$ cat config.mk
export PLATFORM = sky130hd
export DESIGN_NAME = mem_arbiter
export DESIGN_NICKNAME = d
export VERILOG_FILES = /design/src/rtl/mem_arbiter.sv
export SDC_FILE = /design/constraint.sdc
export NUM_CORES = 1
export LEC_CHECK = 0
export CAP_MARGIN = 5
export CORE_AREA = 2 2 345 347
export CTS_CLUSTER_SIZE = 10
export DETAILED_ROUTE_END_ITERATION = 16
export DIE_AREA = 0 0 347 349
export PLACE_DENSITY = 0.37
export SYNTH_ARGS = -nofsm -noshare
export SYNTH_HDL_FRONTEND = slang
export SYNTH_SLANG_ARGS = --single-unit
$ cat constraint.sdc
create_clock -name clk -period 3.4 [get_ports clk]
set_input_delay 0.68 -clock clk [delete_from_list [all_inputs] [get_ports clk]]
set_output_delay 0.68 -clock clk [all_outputs]
set_load 0.02 [all_outputs]
$ cat src/rtl/mem_arbiter.sv
// Round-robin arbiter sharing one main-memory port between two cache controllers.
// Grant appears 1 cycle after a request, acks pass through in the same cycle, and a one-cycle release gap follows each grant.
module mem_arbiter #(
    parameter int ADDR_W  = 32,
    parameter int LINE_W  = 128,
    parameter int TIMEOUT = 64
) (
    input  logic              clk,
    input  logic              rst_n,
    input  logic              r0_mem_read,
    input  logic              r0_mem_write,
    input  logic [ADDR_W-1:0] r0_m_addr,
    input  logic [LINE_W-1:0] r0_m_w_data,
    output logic [LINE_W-1:0] r0_m_r_data,
    output logic              r0_main_mem_ack,
    input  logic              r1_mem_read,
    input  logic              r1_mem_write,
    input  logic [ADDR_W-1:0] r1_m_addr,
    input  logic [LINE_W-1:0] r1_m_w_data,
    output logic [LINE_W-1:0] r1_m_r_data,
    output logic              r1_main_mem_ack,
    output logic              mem_read,
    output logic              mem_write,
    output logic [ADDR_W-1:0] m_addr,
    output logic [LINE_W-1:0] m_w_data,
    input  logic [LINE_W-1:0] m_r_data,
    input  logic              main_mem_ack,
    output logic [1:0]        grant,
    output logic              arb_err
);

    localparam logic [1:0] S_IDLE    = 2'd0;
    localparam logic [1:0] S_GRANT0  = 2'd1;
    localparam logic [1:0] S_GRANT1  = 2'd2;
    localparam logic [1:0] S_RELEASE = 2'd3;

    localparam bit WD_EN = (TIMEOUT > 0);
    localparam int CNT_W = WD_EN ? $clog2(TIMEOUT + 1) : 1;
    localparam logic [CNT_W-1:0] CNT_LAST = CNT_W'(WD_EN ? TIMEOUT - 1 : 0);

    logic [1:0]       state, state_nxt, pick;
    logic             last_grant, last_grant_nxt;
    logic [CNT_W-1:0] cnt, cnt_nxt;
    logic             arb_err_nxt;
    logic             req0, req1, wd_expire;

    assign req0      = r0_mem_read | r0_mem_write;
    assign req1      = r1_mem_read | r1_mem_write;
    assign wd_expire = WD_EN && (cnt == CNT_LAST);

    // On a tie the port that did not hold the last grant wins.
    always_comb begin
        pick = S_IDLE;
        if (req0 && req1)
            pick = last_grant ? S_GRANT0 : S_GRANT1;
        else if (req0)
            pick = S_GRANT0;
        else if (req1)
            pick = S_GRANT1;
    end

    always_comb begin
        state_nxt      = state;
        last_grant_nxt = last_grant;
        cnt_nxt        = '0;
        arb_err_nxt    = arb_err;
        case (state)
            S_GRANT0: begin
                if (main_mem_ack || !req0 || wd_expire) begin
                    state_nxt      = S_RELEASE;
                    last_grant_nxt = 1'b0;
                    if (wd_expire && !main_mem_ack)
                        arb_err_nxt = 1'b1;
                end else begin
                    cnt_nxt = cnt + 1'b1;
                end
            end
            S_GRANT1: begin
                if (main_mem_ack || !req1 || wd_expire) begin
                    state_nxt      = S_RELEASE;
                    last_grant_nxt = 1'b1;
                    if (wd_expire && !main_mem_ack)
                        arb_err_nxt = 1'b1;
                end else begin
                    cnt_nxt = cnt + 1'b1;
                end
            end
            default: state_nxt = pick;
        endcase
    end

    always_ff @(posedge clk or negedge rst_n) begin
        if (!rst_n) begin
            state      <= S_IDLE;
            last_grant <= 1'b1;
            cnt        <= '0;
            arb_err    <= 1'b0;
        end else begin
            state      <= state_nxt;
            last_grant <= last_grant_nxt;
            cnt        <= cnt_nxt;
            arb_err    <= arb_err_nxt;
        end
    end

    // Write has priority over read when a port raises both.
    always_comb begin
        grant           = 2'b00;
        mem_read        = 1'b0;
        mem_write       = 1'b0;
        m_addr          = '0;
        m_w_data        = '0;
        r0_main_mem_ack = 1'b0;
        r0_m_r_data     = '0;
        r1_main_mem_ack = 1'b0;
        r1_m_r_data     = '0;
        case (state)
            S_GRANT0: begin
                grant           = 2'b01;
                mem_write       = r0_mem_write;
                mem_read        = r0_mem_read & ~r0_mem_write;
                m_addr          = r0_m_addr;
                m_w_data        = r0_m_w_data;
                r0_main_mem_ack = main_mem_ack;
                r0_m_r_data     = m_r_data;
            end
            S_GRANT1: begin
                grant           = 2'b10;
                mem_write       = r1_mem_write;
                mem_read        = r1_mem_read & ~r1_mem_write;
                m_addr          = r1_m_addr;
                m_w_data        = r1_m_w_data;
                r1_main_mem_ack = main_mem_ack;
                r1_m_r_data     = m_r_data;
            end
            default: ;
        endcase
    end

endmodule
Word-level counts from Yosys, hierarchy flattened
Cells that the tools add are included.
- flip-flop bits (word level): 11
- input bits: 455
- output and inout bits: 423
- logic and storage cells: 54
- add/subtract/negate cells: 1
- equality and inequality tests: 5
- multiplexer cells: 26
- bitwise operators: 6
- reductions and logical operators: 12
- operator list (cell ; number):
    two-way mux 128 bit ; 2
    case mux 128 bit (2 select lines) ; 1
    case mux 32 bit (2 select lines) ; 1
    two-way mux 7 bit ; 2
    case mux 7 bit (2 select lines) ; 1
    two-way mux 2 bit ; 6
    case mux 1 bit (2 select lines) ; 4
    case mux 2 bit (2 select lines) ; 2
    adder 7 x 1 -> 7 bit (second input constant) ; 1
    equality test 7 x 6 -> 1 bit (second input constant) ; 1
    two-way mux 1 bit ; 7
    logical OR 1 bit ; 4
    != test 2 bit (second input constant) ; 2
    logical NOT 1 bit ; 3
    AND reduction 3 bit ; 1
    AND 1 bit ; 2
    equality test 2 x 1 -> 1 bit (second input constant) ; 1
    equality test 2 bit (second input constant) ; 1
    logical AND 1 bit ; 2
    NOT 1 bit ; 2
    bitwise OR 1 bit ; 2
    AND reduction 2 bit ; 1
    nonzero test 2 bit ; 1

Longest topological paths before layout
- word-level depth: 6
- depth in mapped cells: 6
- gate-level depth less buffers: 6

Worst setup path after synthesis
OpenSTA, ideal clock, no wires.
- kind: reg-to-output
- start point: reg state[0]
- end point: out m_w_data[100]
- data arrival time: 1427 ps
- required time: 2720 ps
- setup slack: 1293 ps
- cell stages (with the launch flop): 6
- path buffers: 2
- cell sequence: dfrtp_1 -> inv_1 -> ha_1 -> buf_2 -> buf_1 -> nor2_1
- longest elaborated chain between the ends: 2
- elaborated cells on any way between the ends: 3
- classes of those cells: eq/ne: 2; mux: 1
- ends and longest elaborated chain (item ; line ; text):
    start: declaration ; 41 ; logic [1:0] state, state_nxt, pick;
    start signal: assignment ; 99 ; state <= state_nxt;
    equality test 2 bit or equality test 2 x 1 -> 1 bit (tied branches) ; 117 ; case (state)
    case mux 128 bit (2 select lines) * ; 117 ;
    end: declaration ; 25 ; output logic [LINE_W-1:0] m_w_data,
Mark *: on every way between the ends. The rest lies on a longest branch, timed or not.

Final worst setup path
- start point: reg state[0]
- end point: out m_w_data[36]
Same word-level chain as after synthesis.

==> flow_summary.ini <==
[outcome]
status = completed

[power_and_ir_drop]
p_sw_share_pct = 56.8
power_frac_comb_pct = 96.1
internal_power_w = 0.00437
p_sw_w = 0.00574
p_per_area_nw_per_um2 = 667
p_leak_nw = 5.24
max-vdd-ir-drop_v = 0.000449
p_seq_share_pct = 1.8
power.share.clock_pct = 2.1

[worst_setup_path]
reg2reg_slack_ps = 1500
r2r_start = state[0]
crit_required_ps = 2720
cp-start-kind = flip-flop
worstPathArrival_ps = 2590
crit_fanout = 70
r2r_end = cnt[5]
reg2regPathDepth = 6
crit_type = flip-flop to output pin
setup.worst_path.end_class = output pin

[clock_network]
cts_made_buffers = 3
post-cts-setup-buffer-count = 0
cts-root-buf = clkbuf_16
clkLatencyLatePin_ps = 230
hold_buffers = 0
clock_sinks = 11
clkTransAtPathRegs_ps = 40
cts-resized-gates = 0
tritoncts = built
h-tree-depth = 1
clock_path_buffers = 2

[detailed_routing]
antenna_left = 0
vias = 9176
via_per_inst = 2.96
wirelength_mm = 89.9
wire_per_inst_microns = 29.0
drcViolationCount = 0
firstDrtPassIters = 5
dr.first_iter.drc_count = 498

[floorplanning]
die_x_microns = 347
die-area_sq_um = 121000
start_util_pct = 3.76
fp-row-count = 126
die_y_microns = 349
core-area_sq_um = 117000
io_pins = 878

[timing]
finalSetupTns_ps = 0
slew_headroom_pct = 60.2
worst_slew_pin_slew_ps = 597
fin_crit_sh_pct = 96.2
finalSetupViolCount = 0
max_freq_mhz = 306
clock_skew_ps = 1.84
finalWorstPathRequiredPeriod_ps = 3270
rsz0062_at_grt = false
slew_violations = 0
hold_viol = 0

[synthesis]
synth_seq_cells = 11
ys_seq_area_share_pct = 6.26
ys_types = 31
ys_async_sr_fraction_pct = 100
synth_ff_type = dfrtp_1
synth_cells = 722
synth_top_area_share_pct = 36.5
syn_nets = 1182
synth_edf_count = 0
yosysMostFrequentCell = and2_1
synth_area_sq_um = 4420
synth_area_leaders = and2_1 37%, a22oi_1 27%, nor2_1 15%
synth_largest_area_cell = and2_1
avgSynthCellArea_sq_um = 6.12
yosys_warnings = 0
ys_top_cells_by_count = 258 x and2_1, 172 x nor2_1, 161 x a22oi_1, 42 x buf_2, 31 x clkbuf_1

[global_routing]
antenna_found_initial = 81
grt_overflow = 0
grtUsageTotal_pct = 14.1
grt_pass1_wl_mm = 110
grt_max_degree = 71
grt_pass1_vias = 9003

[place]
placed_area_sq_um = 15100
io_buffers = 877
dp_hpwl_mm = 82.6
gp_congestion = 0.887

[cells_and_area]
drive_gt1_share_pct = 7.25
design_area_sq_um = 15200
area_growth_pct = 244
nNetsFinal = 2020

[min_path]
hold_depth = 1
min_to = cnt[0]
hold_path_class = flip-flop to flip-flop
hold_start = cnt[0]

[flow_run]
maxCapViolCount = 0
## state kept, by name, summed over array words and instances, names as in the netlist
register    cells
arb_err         1
cnt             7
last_grant      1
state           2
## metrics by stage
stage	std cells	setup WS (ps)	util, %	hold slack [ps]	total power, W
final	3105	131	12.9	459	0.0101
after detailed placement	3091	345	12.8	455	0.0101
after floorplan	722	1290	-	384	0.00455
after global routing	3095	47.3	12.9	483	0.0108
after global placement	3091	342	12.8	451	0.0102
after CTS	3095	141	12.9	461	0.0104
## routing by layer
metal / global-route usage, % / wire length (microns) / up-vias
li1: - / - / 4138
met1: 18.9 / 40800 / 4287
met2: 22.2 / 39400 / 577
met3: 5.74 / 8830 / 122
met4: 0.240 / 546 / 52
met5: 0 / 343 / -
## placed cells by master (no fill, tap or decap), types with 4 or more instances in the layout
cell type and n:
diode_2 10, buf_4 88, a22oi_1 161, dfrtp_1 10
clkdlybuf4s50_1 814, buf_12 13, nor2_1 172, and2_1 258
nand2_1 4
## kinds of logic (layout without fill, tap and decap cells)
group | after synthesis | in the layout | share of synthesized area (%)
AO/OA/AOI/OAI | 171 | 171 | 29.1
XOR/XNOR | 4 | 4 | 0.793
adder cells (fa/ha/maj) | 5 | 5 | 1.42
buffers and inverters | 85 | 922 | 8.41
flip-flops | 11 | 11 | 6.26
multiplexers | 2 | 2 | 0.510
other | 0 | 10 | 0
AND/OR/NAND/NOR | 444 | 444 | 53.5
## power by group through the flow
stage	Sequential [W]	Combinational (W)	Clock, W
floorplan	0.000173	0.00437	0
global placement	0.000185	0.00998	0
detailed placement	0.000186	0.00991	0
CTS	0.000184	0.00997	0.000222
global route	0.000187	0.0104	0.000235
finish	0.000184	0.00972	0.000214
## area by class of cell
cell class | instances | area [sq um]
fillers | 13600 | 102000
repair buffers | 915 | 9070
multi-input cells | 626 | 3790
well taps | 1536 | 1920
flip-flops and latches | 11 | 277
clock buffers | 4 | 78.8
diodes | 10 | 25.0
inverters | 3 | 11.3
## how the worst max path moves through the flow
stage | to | depth (start not counted) | slack, ps | from
6_report | m_w_data[36] | 6 | 130 | state[0]
5_1_grt | m_w_data[67] | 7 | 50 | state[1]
4_1_cts | m_w_data[57] | 6 | 140 | state[0]
3_5_place_dp | r1_main_mem_ack | 3 | 340 | main_mem_ack
3_3_place_gp | r1_main_mem_ack | 3 | 340 | main_mem_ack
2_1_floorplan | m_w_data[100] | 5 | 1290 | state[0]
## worst max-delay path, cell delays in order, from the launching register on
cell,delay [ps]
dfrtp_1,420
inv_1,140
ha_4,200
buf_12,280
a22oi_1,150
nor2_1,230
clkdlybuf4s50_1,810
Power figures use the tool's default switching activity.
